`config.mk`:
```
export PLATFORM = sky130hd
export DESIGN_NAME = gb_if_seq
export DESIGN_NICKNAME = d
export VERILOG_FILES = /design/src/rtl/gb_if_seq.sv
export SDC_FILE = /design/constraint.sdc
export NUM_CORES = 1
export LEC_CHECK = 0
export BUFFER_PORTS_ARGS = -buffer_cell sky130_fd_sc_hd__buf_2
export CELL_PAD_IN_SITES_DETAIL_PLACEMENT = 2
export CELL_PAD_IN_SITES_GLOBAL_PLACEMENT = 2
export CORE_AREA = 2 2 217 219
export DETAILED_ROUTE_END_ITERATION = 10
export DIE_AREA = 0 0 219 221
export PLACE_DENSITY = 0.54
export SLEW_MARGIN = 20
export SYNTH_ARGS = -nofsm -noshare
export SYNTH_HDL_FRONTEND = slang
export SYNTH_SLANG_ARGS = --single-unit
```
`constraint.sdc`:
```
create_clock -name clk -period 4.6 [get_ports clk]
set_input_delay 0.46 -clock clk [delete_from_list [all_inputs] [get_ports clk]]
set_output_delay 0.46 -clock clk [all_outputs]
set_load 0.1 [all_outputs]
```
`src/rtl/gb_if_seq.sv`:
```
// Single-transfer sequencer between the global buffer and the chip IF block.
// Accepts one request, runs the IF config handshake, then passes `len` words through.
//
//   state  | meaning
//   -------+------------------------------------------------------------
//   IDLE   | ready for a client request
//   CFG    | presenting {id, rw} to the IF until it accepts the config
//   WR     | passing GB source words through to the IF write port
//   RD     | passing IF read words through to the GB sink port
//   DONE   | one-cycle completion pulse, then back to IDLE
module gb_if_seq #(
    parameter int PORT_WIDTH = 128,
    parameter int LEN_WIDTH  = 12
) (
    input  logic                  clk,
    input  logic                  reset,

    input  logic                  req_val,
    output logic                  req_rdy,
    input  logic                  req_rw,
    input  logic [2:0]            req_id,
    input  logic [LEN_WIDTH-1:0]  req_len,

    input  logic                  src_val,
    output logic                  src_rdy,
    input  logic [PORT_WIDTH-1:0] src_data,

    output logic                  snk_val,
    input  logic                  snk_rdy,
    output logic [PORT_WIDTH-1:0] snk_data,

    output logic                  GBIF_cfg_val,
    input  logic                  IFGB_cfg_rdy,
    output logic [3:0]            GBIF_cfg_info,

    output logic                  GBIF_wr_val,
    input  logic                  IFGB_wr_rdy,
    output logic [PORT_WIDTH-1:0] GBIF_wr_data,

    input  logic                  IFGB_rd_val,
    output logic                  GBIF_rd_rdy,
    input  logic [PORT_WIDTH-1:0] IFGB_rd_data,

    output logic                  busy,
    output logic                  done,
    output logic [LEN_WIDTH-1:0]  beat_cnt
);

    typedef enum logic [2:0] {
        S_IDLE,
        S_CFG,
        S_WR,
        S_RD,
        S_DONE
    } state_t;

    state_t                 state;
    logic [LEN_WIDTH-1:0]   len_q;
    logic [LEN_WIDTH-1:0]   beat_q;
    logic [3:0]             cfg_info_q;
    logic                   req_rdy_q;
    logic                   busy_q;
    logic                   cfg_val_q;
    logic                   wr_en_q;
    logic                   rd_en_q;
    logic                   done_q;

    logic                   wr_beat;
    logic                   rd_beat;
    logic                   last_beat;

    // Data paths are pure pass-through; only the handshake strobes are gated by state.
    assign GBIF_wr_val  = wr_en_q & src_val;
    assign src_rdy      = wr_en_q & IFGB_wr_rdy;
    assign GBIF_wr_data = src_data;

    assign snk_val      = rd_en_q & IFGB_rd_val;
    assign GBIF_rd_rdy  = rd_en_q & snk_rdy;
    assign snk_data     = IFGB_rd_data;

    assign wr_beat      = wr_en_q & src_val & IFGB_wr_rdy;
    assign rd_beat      = rd_en_q & IFGB_rd_val & snk_rdy;
    assign last_beat    = (beat_q == (len_q - LEN_WIDTH'(1)));

    assign req_rdy       = req_rdy_q;
    assign busy          = busy_q;
    assign done          = done_q;
    assign beat_cnt      = beat_q;
    assign GBIF_cfg_val  = cfg_val_q;
    assign GBIF_cfg_info = cfg_info_q;

    always_ff @(posedge clk) begin
        if (reset) begin
            state      <= S_IDLE;
            len_q      <= '0;
            beat_q     <= '0;
            cfg_info_q <= '0;
            req_rdy_q  <= 1'b1;
            busy_q     <= 1'b0;
            cfg_val_q  <= 1'b0;
            wr_en_q    <= 1'b0;
            rd_en_q    <= 1'b0;
            done_q     <= 1'b0;
        end else begin
            case (state)
                S_IDLE: begin
                    if (req_val) begin
                        state      <= S_CFG;
                        len_q      <= req_len;
                        beat_q     <= '0;
                        cfg_info_q <= {req_id, req_rw};
                        req_rdy_q  <= 1'b0;
                        busy_q     <= 1'b1;
                        cfg_val_q  <= 1'b1;
                    end
                end

                S_CFG: begin
                    if (IFGB_cfg_rdy) begin
                        cfg_val_q <= 1'b0;
                        if (len_q == '0) begin
                            state  <= S_DONE;
                            done_q <= 1'b1;
                        end else if (cfg_info_q[0]) begin
                            state   <= S_RD;
                            rd_en_q <= 1'b1;
                        end else begin
                            state   <= S_WR;
                            wr_en_q <= 1'b1;
                        end
                    end
                end

                S_WR: begin
                    if (wr_beat) begin
                        beat_q <= beat_q + LEN_WIDTH'(1);
                        if (last_beat) begin
                            state   <= S_DONE;
                            wr_en_q <= 1'b0;
                            done_q  <= 1'b1;
                        end
                    end
                end

                S_RD: begin
                    if (rd_beat) begin
                        beat_q <= beat_q + LEN_WIDTH'(1);
                        if (last_beat) begin
                            state   <= S_DONE;
                            rd_en_q <= 1'b0;
                            done_q  <= 1'b1;
                        end
                    end
                end

                S_DONE: begin
                    state     <= S_IDLE;
                    done_q    <= 1'b0;
                    busy_q    <= 1'b0;
                    req_rdy_q <= 1'b1;
                end

                default: begin
                    state     <= S_IDLE;
                    cfg_val_q <= 1'b0;
                    wr_en_q   <= 1'b0;
                    rd_en_q   <= 1'b0;
                    done_q    <= 1'b0;
                    busy_q    <= 1'b0;
                    req_rdy_q <= 1'b1;
                end
            endcase
        end
    end

endmodule

```
## Word-level counts from Yosys, hierarchy flattened

Index checks and enable logic that the tools add are counted.

| storage, ports and cells | value |
|---|---|
| flip-flop bits (word level) | 37 |
| bits in latches | 0 |
| RAM bits | 0 |
| ROM bits | 0 |
| input bits | 280 |
| output and inout bits | 280 |
| logic and storage cells | 88 |
| memories | 0 |

| operators by class | value |
|---|---|
| add/sub/neg operators | 2 |
| $mul | 0 |
| div/mod/pow operators | 0 |
| order comparisons | 0 |
| eq/ne operators | 15 |
| shifts and indexed selects | 0 |
| muxes and demuxes | 35 |
| bitwise logic cells | 11 |
| reduce and logical (&&, ||, !) cells | 15 |

Operators with widths:

| kind | count |
|---|---|
| 2-to-1 mux 12 bit | 3 |
| one-hot mux 12 bit (3 select lines) | 1 |
| != test 2 bit (second input constant) | 10 |
| 2-to-1 mux 1 bit | 18 |
| 2-to-1 mux 3 bit | 6 |
| adder 12 x 1 -> 12 bit (second input constant) | 1 |
| equality test 12 bit | 1 |
| logical NOT 12 bit | 1 |
| one-hot mux 3 bit (4 select lines) | 1 |
| AND reduction 6 bit | 2 |
| OR reduction 3 bit | 4 |
| subtractor 12 x 1 -> 12 bit (second input constant) | 1 |
| one-hot mux 1 bit (3 select lines) | 3 |
| AND reduction 4 bit | 2 |
| AND 1 bit | 6 |
| equality test 3 x 2 -> 1 bit (second input constant) | 2 |
| NOT 1 bit | 5 |
| AND reduction 5 bit | 1 |
| one-hot mux 1 bit (2 select lines) | 2 |
| one-hot mux 1 bit (4 select lines) | 1 |
| AND reduction 2 bit | 2 |
| equality test 3 x 1 -> 1 bit (second input constant) | 1 |
| equality test 3 bit (second input constant) | 1 |
| logical NOT 3 bit | 1 |
| other kinds (2) | 2 |

## Depth between registers and ports, before layout

| logic depth | value |
|---|---|
| depth after elaboration | 5 |
| depth in mapped cells | 9 |
| gate-level depth less buffers | 8 |

## Least setup slack after synthesis

OpenSTA, ideal clock, no wires.

| timing path | value |
|---|---|
| path kind | reg2reg |
| start | reg beat_q[5], in the netlist beat_cnt[5] |
| end | reg wr_en_q |
| data arrival time | 2.464 ns |
| required time | 4.477 ns |
| setup slack | 2.014 ns |
| cell stages (with the launch flop) | 7 |
| path buffers | 0 |
| clock period less this slack | 2.586 ns |
| cells stage by stage | dfxtp_1 xnor2_1 or3_1 a2111o_1 nor4_2 and3_4 a31oi_1 |

| on the way | value |
|---|---|
| longest elaborated chain between the ends | 3 |

Ends and longest elaborated chain:

| item | line | source |
|---|---|---|
| start: declaration | 59 | `logic [LEN_WIDTH-1:0] beat_q;` |
| start signal: assignment | 136 | `beat_q <= beat_q + LEN_WIDTH'(1);` |
| start signal: assignment | 147 | `beat_q <= beat_q + LEN_WIDTH'(1);` |
| equality test 12 bit | 83 | `assign last_beat = (beat_q == (len_q - LEN_WIDTH'(1)));` |
| != test 2 bit (no line) | -- |  |
| AND reduction 6 bit (no line) | -- |  |
| end signal: assignment | 101 | `wr_en_q <= 1'b0;` |
| end signal: assignment | 129 | `wr_en_q <= 1'b1;` |
| end signal: assignment | 139 | `wr_en_q <= 1'b0;` |
| end: declaration | 64 | `logic wr_en_q;` |

No other way between the ends.
A chain may end at the register's enable or synchronous reset.

## Final worst setup path

| timing path | value |
|---|---|
| start | reg state[1] |
| end | reg beat_q[9], in the netlist beat_cnt[9] |

| on the way | value |
|---|---|
| longest elaborated chain between the ends | 3 |

Ends and longest elaborated chain:

| item | line | source |
|---|---|---|
| start: declaration | 57 | `state_t state;` |
| start signal: assignment | 94 | `state <= S_IDLE;` |
| start signal: assignment | 108 | `state <= S_CFG;` |
| start signal: assignment | 122 | `state <= S_DONE;` |
| equality test 3 x 2 -> 1 bit or logical NOT 3 bit (tied branches) | 105 | `case (state)` |
| != test 2 bit (no line) or nonzero test 3 bit (tied branches) | -- |  |
| AND reduction 4 bit (no line) | -- |  |

Several ways; a longest one is shown, not always the timed one.

==> metrics <==
I/O Buffers=47; syn nets=801; H-tree depth=2; Main synth FF type=dfxtp_1; FILL cells=5,547; Post-synth EDFFs=0; placed cells=901; Chip Height=221 µm; Synth top cells by count=buf_4, nand2_1, dfxtp_1; R2R Setup Slk=1.84 ns; Slew Limit Fails=0; Routed WL=about 14,000 µm; Crit Path Max Fanout=20; Cell Chain, Critical Path=nor2_1 > nand2_1 > a2111oi_0 > nand3_1 > xor2_1 > nor2_1; Syn Area/Cell=7.64 µm²; share of layout cells above drive strength 1=19.5%; die width=219 µm; unrepaired setup endpoints after global routing=false; Synth area leaders=buf_4, dfxtp_1, nand2_1, xnor2_1, a21oi_1; # clock sinks=37; DR WL/cell=~15 µm; Reg-to-Reg Start=state[1]$_SDFFE_PP0P_; Clock Skews=approximately 0.0079 ns; Arr. time, crit path=2.92 ns; fin cells=910; Most common cell on crit path=nor2_1; post-CTS setup buffer count=0; CTS tree=built; final setup fails=0; worst vdd ir=0.0965 mV; Hold Startpoint=req_len[3]; Syn Inst Count=519; DR pass1 iterations=4; Final nets=slightly below 600; worst reg2reg endpoint=beat_cnt[9]$_SDFFE_PP0P_; family with the most delay on the worst path=simple AND/OR/NAND/NOR gates; most common cell in the netlist=buf_4; critical path endpoint category=flip-flop; post-synthesis sequential area ratio=18.7%; CP max stage delay=0.98 ns; Final Cell Area=3110 µm²; DRT iter0 DRCs=84; Fmax=363 MHz; Slowest-stage cell, CP=a2111oi_0; hold crit path type=input pin to flip-flop; Final ANT Viol Nets=0; status=completed; I/O pins=560; clk_lat worst skew=0.29 ns; vias=2,438; Req. time, crit path=4.77 ns; Resized Gates After CTS=0; Final Hold Vio Count=0; vias per cell=2.68; DRC=0; CP bufs+invs=0; initial antenna violation count=3; reg2reg path depth=6; YS warnings=0; Crit Path Category=flip-flop to flip-flop; Overflow after GRT=0; Worst Hold Endpoint=len_q[3]$_SDFFE_PP0P_; first-pass GRT wire length=between 15,000 and 20,000 µm; pin count of the biggest net entering global routing=29; vias in the first global route=about 2,600; maximum clock insertion buffer count=2; setup_tns=0 ns; CORE AREA=46,100 µm²; pre-CTS WS=between 1.5 and 2 ns; # rows=79; area added between synthesis and finish=-21.5%; placed wire-length estimate=11,200 µm; cts hold-fix bufs=0; fin crit period=around 2.8 ns; largest area contributor in the synthesized netlist=buf_4; WHS Path Cells=3; ys async rst share=0%; total CTS buffers=5; Die Footprint=48,400 µm²; max cap viols=0; final setup margin=1.84 ns; GRT Total Usage=5.39%; synth unique cells=47; Post-Syn Area=slightly below 4000 µm²; CTS clk-pin slew, worst paths=approximately 0.060 ns; Slew @ Worst Pin=0.955 ns; Seq cells post-synth=37; Pwr per Cell Area=about 450 nW/µm²; leakage power=around 0.00095 µW; Tcrit/Tclk final=roughly three fifths; CTS root buf=clkbuf_16; share of the synthesized area in the top cell type=48.7%; Slew HR=35.7%; Initial Util=8.61%; GPL Wtd Cong=0.710; crit path launch type=flip-flop; area post-placement=2960 µm²
cell type report:
type,instances,area (µm²),area share [%]
multi-input combinational,205,1210,38.9
tap,607,759,24.4
sequential,37,741,23.8
timing repair buffer,47,235,7.56
clock buffer,6,129,4.14
inverter,5,18.8,0.603
clock inverter,2,15.0,0.483
antenna,1,2.50,0.0805
worst max-delay path by stage:
stage	start	endpoint	slack, ns	cells after the start
2_1_floorplan	beat_cnt[5]$_SDFFE_PP0P_	wr_en_q$_SDFFE_PP0P_	2.01	6
3_3_place_gp	req_val	beat_cnt[11]$_SDFFE_PP0P_	1.81	7
3_5_place_dp	req_val	beat_cnt[11]$_SDFFE_PP0P_	1.72	7
4_1_cts	state[1]$_SDFFE_PP0P_	beat_cnt[9]$_SDFFE_PP0P_	1.71	6
5_1_grt	state[1]$_SDFFE_PP0P_	beat_cnt[11]$_SDFFE_PP0P_	1.38	6
6_report	state[1]$_SDFFE_PP0P_	beat_cnt[9]$_SDFFE_PP0P_	1.84	6
where the power goes:
group	switching, µW	internal [µW]
Combinational	439	169
Sequential	76.9	372
Clock	143	201
Total	659	742
placed cells by master, fill, tap and decap left out, drive strengths merged, types with 2 or more instances in the layout:
cell	Yosys	layout
a21oi	27	27
a31oi	2	2
and2	5	5
and3	2	2
and4	2	2
and4b	2	2
buf	260	47
clkbuf	12	6
clkinvlp	0	2
dfxtp	37	37
ha	2	2
inv	5	5
mux2i	3	3
nand2	42	42
nand2b	6	6
nand3	11	11
nand3b	3	3
nand4	3	3
nor2	17	17
nor2b	3	3
nor3	12	12
nor3b	2	2
nor4	6	6
nor4b	2	2
o21a	2	2
o21ai	10	10
o31ai	2	2
or3	4	4
or4	2	2
xnor2	17	17
xor2	5	5
per-stage QoR:
stage	hold slack (ns)	total power [µW]	utilization (%)
2_1_floorplan	0.457	1970	-
3_3_place_gp	0.435	1070	6.44
3_5_place_dp	0.442	1090	6.44
4_1_cts	0.400	1440	6.75
5_1_grt	0.418	1510	6.75
6_report	0.406	1400	6.75
worst min-delay path: stages:
cell,delay [ns]
buf_2,0.09
nand2_1,0.05
a21oi_1,0.05
state kept, by name, indices dropped and copies added, names as in the netlist, 3 cells and up:
register / count
len_q: 12
state: 3
beat_cnt: 12
GBIF_cfg_info: 4
cell families (layout without fill, tap and decap cells):
logic type | count (synthesis) | after routing | synth area share (%)
other | 0 | 1 | 0
adder cells (fa/ha/maj) | 2 | 2 | 0.631
buffers and inverters | 277 | 60 | 50.8
XOR/XNOR | 22 | 22 | 4.86
flip-flops | 37 | 37 | 18.7
AND/OR/NAND/NOR | 128 | 128 | 17.0
multiplexers | 3 | 3 | 0.758
AO/OA/AOI/OAI | 50 | 50 | 7.26
layer usage:
| layer | GRT usage [%] | routed length [µm] |
|---|---|---|
| met1 | 5.19 | 4680 |
| met5 | 0.202 | 30 |
| met2 | 7.58 | 5550 |
| met3 | 3.81 | 2040 |
| met4 | 4.88 | 1250 |
Power figures use the tool's default switching activity.
